--- config.mk ---
export PLATFORM = sky130hd
export DESIGN_NAME = ddr2_write_arbiter
export DESIGN_NICKNAME = d
export VERILOG_FILES = /design/src/rtl/ddr2_write_arbiter.sv
export SDC_FILE = /design/constraint.sdc
export NUM_CORES = 1
export LEC_CHECK = 0
export BUFFER_PORTS_ARGS = -buffer_cell sky130_fd_sc_hd__buf_2
export CAP_MARGIN = 20
export CORE_AREA = 2 2 211 213
export DETAILED_ROUTE_END_ITERATION = 8
export DIE_AREA = 0 0 213 215
export GPL_ROUTABILITY_DRIVEN = 0
export PLACE_DENSITY = 0.35
export SLEW_MARGIN = 20
export SYNTH_ARGS = -nofsm -noshare
export SYNTH_HDL_FRONTEND = slang
export SYNTH_SLANG_ARGS = --single-unit
export TNS_END_PERCENT = 100
--- constraint.sdc ---
create_clock -name clk -period 3.7 [get_ports clk]
set_clock_uncertainty 0.15 [all_clocks]
set_input_delay 1.11 -clock clk [delete_from_list [all_inputs] [get_ports clk]]
set_output_delay 1.11 -clock clk [all_outputs]
set_load 0.05 [all_outputs]
--- src/rtl/ddr2_write_arbiter.sv ---
// rtl/ddr2_write_arbiter.sv - two-client run-based round-robin merge into the MIG address/write-data FIFOs
// Client 0 is the frame filler, client 1 the line engine; ownership changes only through a one-cycle drain.
module ddr2_write_arbiter #(
  parameter int MAX_RUN = 64
) (
  input  logic         clk,
  input  logic         rst,
  input  logic         c0_req,
  input  logic [30:0]  c0_af_addr_din,
  input  logic         c0_af_wr_en,
  input  logic [127:0] c0_wdf_din,
  input  logic [15:0]  c0_wdf_mask_din,
  input  logic         c0_wdf_wr_en,
  output logic         c0_af_full,
  output logic         c0_wdf_full,
  input  logic         c1_req,
  input  logic [30:0]  c1_af_addr_din,
  input  logic         c1_af_wr_en,
  input  logic [127:0] c1_wdf_din,
  input  logic [15:0]  c1_wdf_mask_din,
  input  logic         c1_wdf_wr_en,
  output logic         c1_af_full,
  output logic         c1_wdf_full,
  input  logic         af_full,
  input  logic         wdf_full,
  output logic [30:0]  af_addr_din,
  output logic         af_wr_en,
  output logic [127:0] wdf_din,
  output logic [15:0]  wdf_mask_din,
  output logic         wdf_wr_en,
  output logic [1:0]   grant,
  output logic         proto_err
);

  localparam int RUN_W = $clog2(MAX_RUN + 1);
  localparam logic [RUN_W-1:0] RUN_LIMIT = RUN_W'(MAX_RUN);

  typedef enum logic [1:0] {IDLE, OWN0, OWN1, DRAIN} state_t;

  state_t           state_q, state_d;
  logic             drain_id_q, drain_id_d;
  logic             rr_q, rr_d;
  logic [RUN_W-1:0] run_q, run_d;
  logic [1:0]       grant_q, grant_d;
  logic             proto_err_q, proto_err_d;

  logic             c0_beat, c1_beat;
  logic             owner_valid, owner_id;
  logic             fwd0, fwd1;
  logic             own_req, other_req;
  logic [RUN_W-1:0] run_inc;
  logic             mig_full;

  // Beats are forwarded only from the current OWN/DRAIN owner, and never in a reset cycle.
  always_comb begin
    c0_beat     = c0_af_wr_en & c0_wdf_wr_en;
    c1_beat     = c1_af_wr_en & c1_wdf_wr_en;
    owner_valid = (state_q != IDLE);
    owner_id    = (state_q == OWN1) | ((state_q == DRAIN) & drain_id_q);
    fwd0        = ~rst & owner_valid & ~owner_id & c0_beat;
    fwd1        = ~rst & owner_valid & owner_id & c1_beat;
  end

  always_comb begin
    state_d    = state_q;
    drain_id_d = drain_id_q;
    rr_d       = rr_q;
    run_d      = run_q;
    own_req    = owner_id ? c1_req : c0_req;
    other_req  = owner_id ? c0_req : c1_req;
    run_inc    = run_q + {{(RUN_W-1){1'b0}}, (fwd0 | fwd1)};
    case (state_q)
      IDLE: begin
        if (c0_req & c1_req) state_d = rr_q ? OWN1 : OWN0;
        else if (c0_req)     state_d = OWN0;
        else if (c1_req)     state_d = OWN1;
      end
      OWN0, OWN1: begin
        run_d = run_inc;
        // The limit is checked on the count including this cycle's beat, so a full run
        // is exactly MAX_RUN beats in OWN plus at most the trailing one in DRAIN.
        if (!own_req || ((run_inc == RUN_LIMIT) && other_req)) begin
          state_d    = DRAIN;
          drain_id_d = owner_id;
        end else if (run_inc == RUN_LIMIT) begin
          run_d = '0;
        end
      end
      DRAIN: begin
        state_d = IDLE;
        rr_d    = ~drain_id_q;
        run_d   = '0;
      end
      default: state_d = IDLE;
    endcase

    case (state_d)
      OWN0:    grant_d = 2'b01;
      OWN1:    grant_d = 2'b10;
      DRAIN:   grant_d = {drain_id_d, ~drain_id_d};
      default: grant_d = 2'b00;
    endcase

    proto_err_d = proto_err_q
                | (c0_af_wr_en ^ c0_wdf_wr_en) | (c1_af_wr_en ^ c1_wdf_wr_en)
                | (c0_beat & ~fwd0) | (c1_beat & ~fwd1);
  end

  always_ff @(posedge clk) begin
    if (rst) begin
      state_q     <= IDLE;
      drain_id_q  <= 1'b0;
      rr_q        <= 1'b0;
      run_q       <= '0;
      grant_q     <= 2'b00;
      proto_err_q <= 1'b0;
    end else begin
      state_q     <= state_d;
      drain_id_q  <= drain_id_d;
      rr_q        <= rr_d;
      run_q       <= run_d;
      grant_q     <= grant_d;
      proto_err_q <= proto_err_d;
    end
  end

  always_comb begin
    mig_full    = af_full | wdf_full;
    c0_af_full  = rst | (state_q != OWN0) | mig_full;
    c0_wdf_full = c0_af_full;
    c1_af_full  = rst | (state_q != OWN1) | mig_full;
    c1_wdf_full = c1_af_full;

    af_wr_en     = fwd0 | fwd1;
    wdf_wr_en    = fwd0 | fwd1;
    af_addr_din  = fwd0 ? c0_af_addr_din  : (fwd1 ? c1_af_addr_din  : '0);
    wdf_din      = fwd0 ? c0_wdf_din      : (fwd1 ? c1_wdf_din      : '0);
    wdf_mask_din = fwd0 ? c0_wdf_mask_din : (fwd1 ? c1_wdf_mask_din : '0);

    grant     = grant_q;
    proto_err = proto_err_q;
  end

endmodule
==> key figures, run 1 <==
GRT
  – Largest net degree at the start of global routing: 31
  – Vias in the first global route: ~5300
  – First-pass GRT wire length: 34580 um
  – Initial antenna violation count: 2
  – Global Route Usage Sum: between 10% and 20%
  – Overflow left after global routing: 0

Timing
  – Period utilisation layout: a little under 100%
  – Hold Fails Final Rpt: 0
  – Slew Viols, Final: 0
  – Setup-failing EPs final: 0
  – Relative slew slack: around 57%
  – Tmin final: around 3.7 ns
  – Worst-margin pin slew: between 0.6 and 0.7 ns
  – RSZ-0062 raised after global routing: false
  – Fmax: about 270 MHz

Pwr
  – Worst vdd ir: between 100 and 150 uV
  – Power, Total: 1.278 mW
  – Pwr/cell area: 157.2 nW/um^2
  – Leakage: slightly above 4 nW

Route
  – DR vias/cell: roughly 3.6
  – Via count: 5381
  – Initial DRC Count: between 200 and 250
  – Final ANT Viol Nets: 0
  – DR pass1 iterations: 4
  – Routed len/inst: 18.48 um
  – Residual DRC count: 0
  – Final WL: between 20000 and 30000 um

CTS
  – H-tree depth: 1
  – CTS root buffer: clkbuf_16
  – Max clock buf depth: 2
  – Sink Count: 14
  – CTS tree: done
  – Post-CTS Hold Fix Bufs: 0
  – Clk_lat worst skew: 0.24 ns
  – Clk pin slew, worst setup/hold paths: around 0.05 ns
  – TritonCTS buffer count: 3

Synth
  – Flops & latches, synth: 14
  – Post-Syn Instances: 337
  – Synthesized area: ~2700 um^2
  – Mapped Avg Cell Area: 8.053 um^2
  – Synth cell types: 41
  – Register area share after synthesis: 10.33%
  – Syn Nets: 705
  – Yosys warnings: 0

Floorplan
  – Die Ht: 215 um
  – FP Rows: 77
  – Die W: 213 um
  – Core area: around 44000 um^2
  – Starting Density: 6.218%
  – Die area: 45800 um^2
  – Boundary pin count: approximately 540

Critical path
  – Critical Path RT: approximately 2.4 ns
  – Critical path type: primary input to output pin
  – R2R Path Start: state_q[0]
  – Critical Path Start Type: primary input
  – CP startpoint: c0_af_wr_en
  – Reg2reg setup slack: 0.41 ns
  – Worst reg2reg path depth: 14
  – CP max FO: 13
  – Terminus of the critical flop-to-flop path: grant[0]
  – Critical path arrival: roughly 2.4 ns
  – CP endpoint kind: output pin
  – Worst Setup EP: wdf_din[124]

Hold path
  – Hold Path Class: flip-flop to flip-flop

Placement
  – Port Buf Inserts: around 540
  – Placed cell area: between 7000 and 8000 um^2
  – Final HPWL DP: between 20000 and 25000 um

Finish
  – Post-layout nets: ~1300
  – Layout area overhead: 199.4%
  – Post-layout util: between 10% and 20%
  – Commonest non-fill, non-tap cell in the layout: buf_2
  – Most frequent cells in the layout: 434 x buf_2, 121 x a22o_2, 77 x buf_4, 57 x buf_12, 30 x a22o_4
  – Share of layout cells above drive strength 1: approximately 87%
  – Post-route cell area: 8125 um^2

Run
  – Max Cap Viol: 0

Run status
  – Status: complete, no violations
[synth_stat cells (all sizes together)]
cell type  instances  area share [%]
a22o             175              56
clkbuf            24             3.3
buf               23             4.7
nor2              17             2.4
dfxtp             14              10
a21oi             12             2.4
ha                 8             3.7
nand2              8             1.1
nor3               8             1.5
inv                6            0.83
a211oi             3            0.83
a22oi              3            0.83
and3               3            0.69
nand3              3            0.55
o21ai              3            0.55
o22ai              3            0.69
mux2i              2            0.74
nor2b              2            0.46
nor3b              2            0.92
o211ai             2            0.74
a2111oi            1             1.0
a211o              1            0.32
a21o               1            0.28
a221oi             1            0.32
nand2b             1            0.23
nand4b             1            0.32
nor4b              1            0.32
o21a               1            0.28
o311ai             1            0.32
o31ai              1            0.46
o41ai              1            0.32
or2                1            0.23
or4                1            0.28
or4b               1            0.37
xnor2              1             1.0
xor2               1            0.32
[through the flow]
stage          TNS [ns]  setup WS, ns  std cells  hold slack [ns]
6_report              0       0.03949       1492           0.3423
3_5_place_dp    -0.4472      -0.06215       1480           0.3373
2_1_floorplan    -3.177      -0.03905        337           0.3144
5_1_grt               0     0.0001588       1491           0.3904
4_1_cts        -0.06333      -0.01126       1484           0.3463
3_3_place_gp    -0.3309      -0.06796       1480           0.3308
[cell type report]
type                    instances  area [um^2]
fillers                      4914        35520
repair buffers                605         4319
multi-input cells             270         2671
well taps                     592        740.7
flip-flops and latches         14        280.3
clock buffers                   4        88.84
inverters                       6        22.52
diodes                          1        2.502
[where the power goes]
part           internal [mW]  total, mW  switching, mW
sequential             0.161      0.170        0.00914
clock                  0.164      0.229         0.0653
combinational          0.380      0.878          0.498
[metal layers]
layer / global-route usage, % / share of wire [%] / wire length, um
met2: 17.86 / 45 / 12540
met4: 1.329 / 1.2 / 326
met5: 0 / 0.094 / 26
met3: 4.618 / 13 / 3611
met1: 12.28 / 40 / 11080
[state kept, by name, summed over array words and instances (netlist names)]
register	count
drain_id_q	1
proto_err	1
run_q	7
state_q	2
rr_q	1
grant	2
[what timing repair did]
item | in CTS | in global routing
buffers inserted | 0 | 2
pin swaps | 0 | 4
gates resized for setup | 54 | 49
endpoints found under the hold margin | 0 | 0
endpoints found under the setup margin | 48 | 141
gates cloned | 0 | 5
[cells by family (layout without fill, tap and decap cells)]
family          count (synthesis)  count (layout)  synth area share (%)
mux                             2               2                0.7377
buf+inv                        53             615                 8.806
simple gates                   49              49                 9.313
compound gates                209             209                 65.79
fa+ha+maj                       8               8                 3.688
other cells                     0               1                     0
xor+xnor                        2               2                 1.337
flops                          14              14                 10.33
[critical path: stages]
cell,delay (ns)
buf_2,0.10
ha_2,0.19
and3_4,0.18
buf_12,0.16
buf_16,0.17
a22o_2,0.30
buf_12,0.16
[worst min path at each step]
stage | cells after the start | start | slack [ns] | end
floorplan | 2 | rr_q | 0.31 | rr_q
global placement | 2 | rr_q | 0.33 | rr_q
detailed placement | 2 | rr_q | 0.34 | rr_q
CTS | 2 | rr_q | 0.35 | rr_q
global route | 2 | rr_q | 0.39 | rr_q
finish | 2 | rr_q | 0.34 | rr_q
Note: power is estimated with default switching activity, not from simulation.
==> run 2, diff against run 1 <==
--- a/config.mk
+++ b/config.mk
@@ -5,12 +5,13 @@
 export SDC_FILE = /design/constraint.sdc
 export NUM_CORES = 1
 export LEC_CHECK = 0
-export BUFFER_PORTS_ARGS = -buffer_cell sky130_fd_sc_hd__buf_2
+export BUFFER_PORTS_ARGS = -buffer_cell sky130_fd_sc_hd__clkbuf_2
 export CAP_MARGIN = 20
-export CORE_AREA = 2 2 211 213
+export CORE_AREA = 2 2 210 212
 export DETAILED_ROUTE_END_ITERATION = 8
-export DIE_AREA = 0 0 213 215
+export DIE_AREA = 0 0 212 214
 export GPL_ROUTABILITY_DRIVEN = 0
+export MAX_ROUTING_LAYER = met4
 export PLACE_DENSITY = 0.35
 export SLEW_MARGIN = 20
 export SYNTH_ARGS = -nofsm -noshare
==> constraint.sdc (replaced) <==
create_clock -name clk -period 4.39 [get_ports clk]
set_clock_uncertainty 0.15 [all_clocks]
set_input_delay 1.317 -clock clk [delete_from_list [all_inputs] [get_ports clk]]
set_output_delay 1.317 -clock clk [all_outputs]
set_load 0.05 [all_outputs]
==> key figures, run 2 (synthesis gave the netlist of run 1 again) <==
Timing
  – TNS Setup: 0 ns (unchanged)
  – Fmax: approximately 230 MHz
  – Slew Viols, Final: 0 (unchanged)
  – Worst hold slack: 0.3460 ns (was 0.3423 ns)
  – Setup-failing EPs final: 0 (unchanged)
  – Hold Fails Final Rpt: 0 (unchanged)
  – RSZ-0062 raised after global routing: false (unchanged)
  – Period utilisation layout: between 90% and 100%
  – Worst-margin pin slew: 0.5448 ns (was 0.6401 ns)
  – Relative slew slack: 63.21% (was 56.79%)
  – Tmin final: between 4 and 5 ns

GRT
  – Initial antenna violation count: 2 (unchanged)
  – Vias in the first global route: 5238 (was 5290)
  – Overflow left after global routing: 0 (unchanged)
  – Global Route Usage Sum: 10.59% (was 10.46%)
  – First-pass GRT wire length: 34640 um (was 34580 um)
  – Largest net degree at the start of global routing: 30 (was 31)

Finish
  – Most flops, register: run_q (unchanged)
  – Post-route cell area: 7869 um^2 (was 8125 um^2)
  – Post-layout nets: 1254 (was 1268)
  – Most frequent cells in the layout: 454 x clkbuf_2, 174 x a22o_1, 98 x buf_12, 39 x buf_4, 17 x nor2_1 (was 434 x buf_2, 121 x a22o_2, 77 x buf_4, 57 x buf_12, 30 x a22o_4)
  – Area of the multi-input gates: 2211 um^2 (was 2671 um^2)
  – Layout filler cell count: 4761 (was 4914)
  – Commonest non-fill, non-tap cell in the layout: clkbuf_2 (was buf_2)
  – Max reg flops: 7 (unchanged)
  – Share of layout cells above drive strength 1: 68.59% (was 86.65%)
  – Register area: 280.3 um^2 (unchanged)
  – Layout area overhead: 189.9% (was 199.4%)

CTS
  – CTS tree: done (unchanged)
  – Post-CTS Hold Fix Bufs: 0 (unchanged)
  – Clk pin slew, worst setup/hold paths: 0.05 ns (about the same)
  – H-tree depth: 1 (unchanged)
  – Clk_lat worst skew: 0.25 ns (was 0.24 ns)
  – CTS root buffer: clkbuf_16 (unchanged)
  – TritonCTS buffer count: 3 (unchanged)
  – Sink Count: 14 (unchanged)
  – Max clock buf depth: 2 (unchanged)

Placement
  – Final HPWL DP: 22780 um (was 23740 um)
  – Placed cell area: 7771 um^2 (was 7600 um^2)
  – Port Buf Inserts: 543 (unchanged)

Floorplan
  – Die W: 212 um (was 213 um)
  – FP Rows: 76 (was 77)
  – Starting Density: 6.328% (was 6.218%)
  – Die area: 45370 um^2 (was 45800 um^2)
  – Die Ht: 214 um (was 215 um)
  – Boundary pin count: 544 (unchanged)
  – Core area: 42890 um^2 (was 43640 um^2)

Route
  – DR vias/cell: 3.510 (was 3.607)
  – Final ANT Viol Nets: 0 (unchanged)
  – Initial DRC Count: 297 (was 240)
  – Residual DRC count: 0 (unchanged)
  – DR pass1 iterations: 4 (unchanged)
  – Via count: 5170 (was 5381)
  – Final WL: 25490 um (was 27580 um)
  – Routed len/inst: 17.30 um (was 18.48 um)

Critical path
  – Critical Path Start Type: primary input (unchanged)
  – Reg2reg setup slack: 0.76 ns (was 0.41 ns)
  – Critical path type: primary input to output pin (unchanged)
  – Terminus of the critical flop-to-flop path: grant[0] (unchanged)
  – Peak per-stage delay on the critical path: 0.33 ns (was 0.30 ns)
  – Critical Path RT: 2.92 ns (was 2.44 ns)
  – R2R Path Start: state_q[1] (was state_q[0])
  – Critical path arrival: 2.85 ns (was 2.40 ns)
  – CP max FO: 29 (was 13)
  – Critical Path Most Common Cell: buf_12 (unchanged)
  – Crit-path cells: clkbuf_2, ha_1, and3_4, buf_12, buf_4, a22o_1, buf_12 (was buf_2, ha_2, and3_4, buf_12, buf_16, a22o_2, buf_12)
  – Crit-path slowest cell: a22o_1 (was a22o_2)
  – Worst reg2reg path depth: 13 (was 14)
  – CP endpoint kind: output pin (unchanged)

Hold path
  – Min-Delay Endpoint: rr_q (unchanged)
  – Hold Path Origin: rr_q (unchanged)
  – Hold path cells: 2 (unchanged)
  – Hold Path Class: flip-flop to flip-flop (unchanged)

Run
  – Max Cap Viol: 0 (unchanged)

Pwr
  – Worst vdd ir: 102.2 uV (was 145.9 uV)
  – Power, Total: 1.058 mW (was 1.278 mW)
  – Leakage: 3.908 nW (was 4.158 nW)
  – Pwr/cell area: 134.4 nW/um^2 (was 157.2 nW/um^2)

Run status
  – Status: complete, no violations (unchanged)
## run 2: cell type report
cell class	count	share of cell area (%)
repair buffers	591	57.53
flip-flops and latches	14	3.562
inverters	6	0.2862
multi-input cells	270	28.10
well taps	585	9.302
clock buffers	4	1.129
diodes	3	0.09540
## run 2: worst max-delay path by stage
stage | endpoint | startpoint
floorplan | wdf_mask_din[10] | c1_af_wr_en
global placement | wdf_din[7] | c1_af_wr_en
detailed placement | wdf_din[7] | c1_af_wr_en
CTS | wdf_din[7] | c1_af_wr_en
global route | wdf_din[91] | c1_af_wr_en
finish | wdf_din[91] | c1_wdf_wr_en
## run 2: timing repair
item	in CTS	in global routing
endpoints found under the setup margin	0	1
buffers inserted	0	0
gates resized for setup	0	1
## run 2: report_power, final
group / internal [mW] / switching [mW] / total (mW)
logic: 0.315 / 0.405 / 0.720
clock network: 0.138 / 0.0565 / 0.195
registers: 0.136 / 0.00730 / 0.143
total: 0.589 / 0.469 / 1.06
## run 2: critical path: cells and delay by family
family | cells | cell delay [ns]
fa+ha+maj | 1 | 0.23
compound gates | 1 | 0.33
buf+inv | 4 | 0.68
simple gates | 1 | 0.25
## run 2: metal layers
layer / routed length [um] / global-route usage, %
met1: 11440 / 14.02
met2: 11660 / 17.13
met3: 2099 / 1.891
met4: 284 / 1.455
met5: 0 / -
## run 2: metrics by stage
stage / utilization, % / cells / setup slack [ns]
5_1_grt: 18.34 / 1472 / 0.007709
3_3_place_gp: 18.12 / 1466 / 0.05457
6_report: 18.35 / 1473 / 0.07177
3_5_place_dp: 18.12 / 1466 / 0.03539
2_1_floorplan: - / 337 / 0.1119
4_1_cts: 18.33 / 1470 / 0.03064
==> run 3, diff against run 2 <==
--- a/config.mk
+++ b/config.mk
@@ -5,7 +5,7 @@
 export SDC_FILE = /design/constraint.sdc
 export NUM_CORES = 1
 export LEC_CHECK = 0
-export BUFFER_PORTS_ARGS = -buffer_cell sky130_fd_sc_hd__clkbuf_2
+export BUFFER_PORTS_ARGS = -buffer_cell sky130_fd_sc_hd__buf_2
 export CAP_MARGIN = 20
 export CORE_AREA = 2 2 210 212
 export DETAILED_ROUTE_END_ITERATION = 8
@@ -13,6 +13,7 @@
 export GPL_ROUTABILITY_DRIVEN = 0
 export MAX_ROUTING_LAYER = met4
 export PLACE_DENSITY = 0.35
+export RECOVER_POWER = 25
 export SLEW_MARGIN = 20
 export SYNTH_ARGS = -nofsm -noshare
 export SYNTH_HDL_FRONTEND = slang
==> key figures, run 3 (synthesis gave the netlist of run 1 again) <==
Run status
  – Status: complete, no violations (unchanged)

Critical path
  – CP max FO: 21 (was 29)
  – Critical path arrival: 2.72 ns (was 2.85 ns)
  – Crit-path cells: buf_2, ha_1, and3_4, buf_12, a22o_1, clkbuf_1 (was clkbuf_2, ha_1, and3_4, buf_12, buf_4, a22o_1, buf_12)
  – Critical Path RT: 2.92 ns (about the same)
  – Peak per-stage delay on the critical path: 0.48 ns (was 0.33 ns)
  – CP endpoint kind: output pin (unchanged)
  – Critical path type: primary input to output pin (unchanged)
  – Worst path bufs/invs: 3 (was 4)
  – Crit-path slowest cell: clkbuf_1 (was a22o_1)
  – Top delay family on crit path: buffers and inverters (unchanged)
  – Critical Path Start Type: primary input (unchanged)

Finish
  – Layout area overhead: 154.5% (was 189.9%)
  – Commonest non-fill, non-tap cell in the layout: buf_2 (was clkbuf_2)
  – Share of layout cells above drive strength 1: 66.17% (was 68.59%)
  – Post-layout util: 16.10% (was 18.35%)
  – Post-layout nets: 1241 (was 1254)
  – Layout filler cell count: 4885 (was 4761)
  – Max reg flops: 7 (unchanged)
  – Most frequent cells in the layout: 482 x buf_2, 175 x a22o_1, 41 x buf_12, 25 x buf_4, 17 x nor2_1 (was 454 x clkbuf_2, 174 x a22o_1, 98 x buf_12, 39 x buf_4, 17 x nor2_1)
  – Most flops, register: run_q (unchanged)
  – Fin cells: 1466 (was 1473)
  – Post-route cell area: 6907 um^2 (was 7869 um^2)

Timing
  – Setup-failing EPs final: 0 (unchanged)
  – Slew Viols, Final: 0 (unchanged)
  – Period utilisation layout: 95.46% (was 98.37%)
  – Hold Fails Final Rpt: 0 (unchanged)
  – Worst-margin pin slew: 0.8473 ns (was 0.5448 ns)
  – Tmin final: 4.191 ns (was 4.318 ns)
  – Relative slew slack: 43.51% (was 63.21%)
  – Final setup margin: 0.1994 ns (was 0.07177 ns)
  – RSZ-0062 raised after global routing: false (unchanged)
  – Worst hold slack: 0.3473 ns (was 0.3460 ns)
  – TNS Setup: 0 ns (unchanged)
  – Fmax: 238.6 MHz (was 231.6 MHz)

CTS
  – Clk pin slew, worst setup/hold paths: 0.05 ns (about the same)
  – Sink Count: 14 (unchanged)
  – H-tree depth: 1 (unchanged)
  – Max clock buf depth: 2 (unchanged)
  – CTS tree: done (unchanged)
  – CTS root buffer: clkbuf_16 (unchanged)
  – TritonCTS buffer count: 3 (unchanged)
  – Cts repair resizes: 0 (unchanged)
  – Post-CTS Hold Fix Bufs: 0 (unchanged)
  – Post-CTS Setup Inserts: 0 (unchanged)
  – Clk_lat worst skew: 0.24 ns (was 0.25 ns)

GRT
  – Vias in the first global route: 5079 (was 5238)
  – Initial antenna violation count: 6 (was 2)
  – Largest net degree at the start of global routing: 68 (was 30)
  – Overflow left after global routing: 0 (unchanged)
  – Global Route Usage Sum: 10.37% (was 10.59%)
  – First-pass GRT wire length: 33570 um (was 34640 um)

Route
  – DR pass1 iterations: 5 (was 4)
  – DR vias/cell: 3.553 (was 3.510)
  – Via count: 5209 (was 5170)
  – Initial DRC Count: 274 (was 297)
  – Routed len/inst: 17.46 um (was 17.30 um)
  – Residual DRC count: 0 (unchanged)
  – Final WL: 25600 um (was 25490 um)
  – Final ANT Viol Nets: 0 (unchanged)

Floorplan
  – Boundary pin count: 544 (unchanged)
  – Die W: 212 um (unchanged)
  – FP Rows: 76 (unchanged)
  – Core area: 42890 um^2 (unchanged)
  – Starting Density: 6.328% (unchanged)
  – Die Ht: 214 um (unchanged)
  – Die area: 45370 um^2 (unchanged)

Placement
  – Placed cell area: 6893 um^2 (was 7771 um^2)
  – Post-Place Cells: 1453 (was 1466)
  – Port Buf Inserts: 543 (unchanged)
  – Final HPWL DP: 22460 um (was 22780 um)
  – Worst slack, placed: 0.1694 ns (was 0.03539 ns)

Pwr
  – Leakage: 3.616 nW (was 3.908 nW)
  – Worst vdd ir: 99.61 uV (was 102.2 uV)
  – Pwr/cell area: 144.0 nW/um^2 (was 134.4 nW/um^2)
  – Power, Total: 994.5 uW (was 1.058 mW)

Run
  – Max Cap Viol: 0 (unchanged)

Hold path
  – Hold Path Class: flip-flop to flip-flop (unchanged)
run 3: changes by cell type in the layout (fill, tap and decap cells not counted), moves of 6 or more:
cell / change
clkbuf_2: -440
diode_2: +6
buf_4: -14
buf_2: +482
buf_12: -57
clkbuf_1: +16
run 3: report_power, final:
part	internal, mW	total, mW	switching (mW)
clock network	0.138	0.194	0.0552
registers	0.136	0.143	0.00697
logic	0.262	0.658	0.396
total	0.536	0.995	0.458
run 3: layout make-up:
cell class	instances	area, um^2	area share [%]
antenna	9	22.52	0.3261
clock buffer	4	88.84	1.286
multi-input combinational	270	2210	31.99
sequential	14	280.3	4.058
inverter	6	22.52	0.3261
tap	585	732.0	10.60
timing repair buffer	578	3551	51.41
run 3: worst paths after layout:
check                            startpoint         endpoint  slack (ns)  cells after the start
worst max-delay path            c0_af_wr_en  af_addr_din[22]        0.20                      6
worst min-delay path                   rr_q             rr_q        0.35                      2
worst max register to register   state_q[0]         grant[0]        0.71                     13
worst min register to register         rr_q             rr_q        0.35                      2
run 3: routing by layer:
| metal | global-route usage, % | share of wire (%) |
|---|---|---|
| met5 | - | 0 |
| met4 | 1.761 | 0.82 |
| met3 | 3.724 | 11 |
| met2 | 16.93 | 46 |
| met1 | 12.33 | 42 |
run 3: worst reg2reg max path: stages (launching register included):
cell and delay (ns):
dfxtp_1 0.39, inv_1 0.11, ha_1 0.24, a21oi_1 0.44, mux2i_1 0.16, nor3_2 0.25
ha_1 0.28, ha_1 0.25, xor2_1 0.16, nor4b_1 0.07, o211ai_2 0.31, nor3_1 0.10
o41ai_1 0.51, o21a_1 0.20
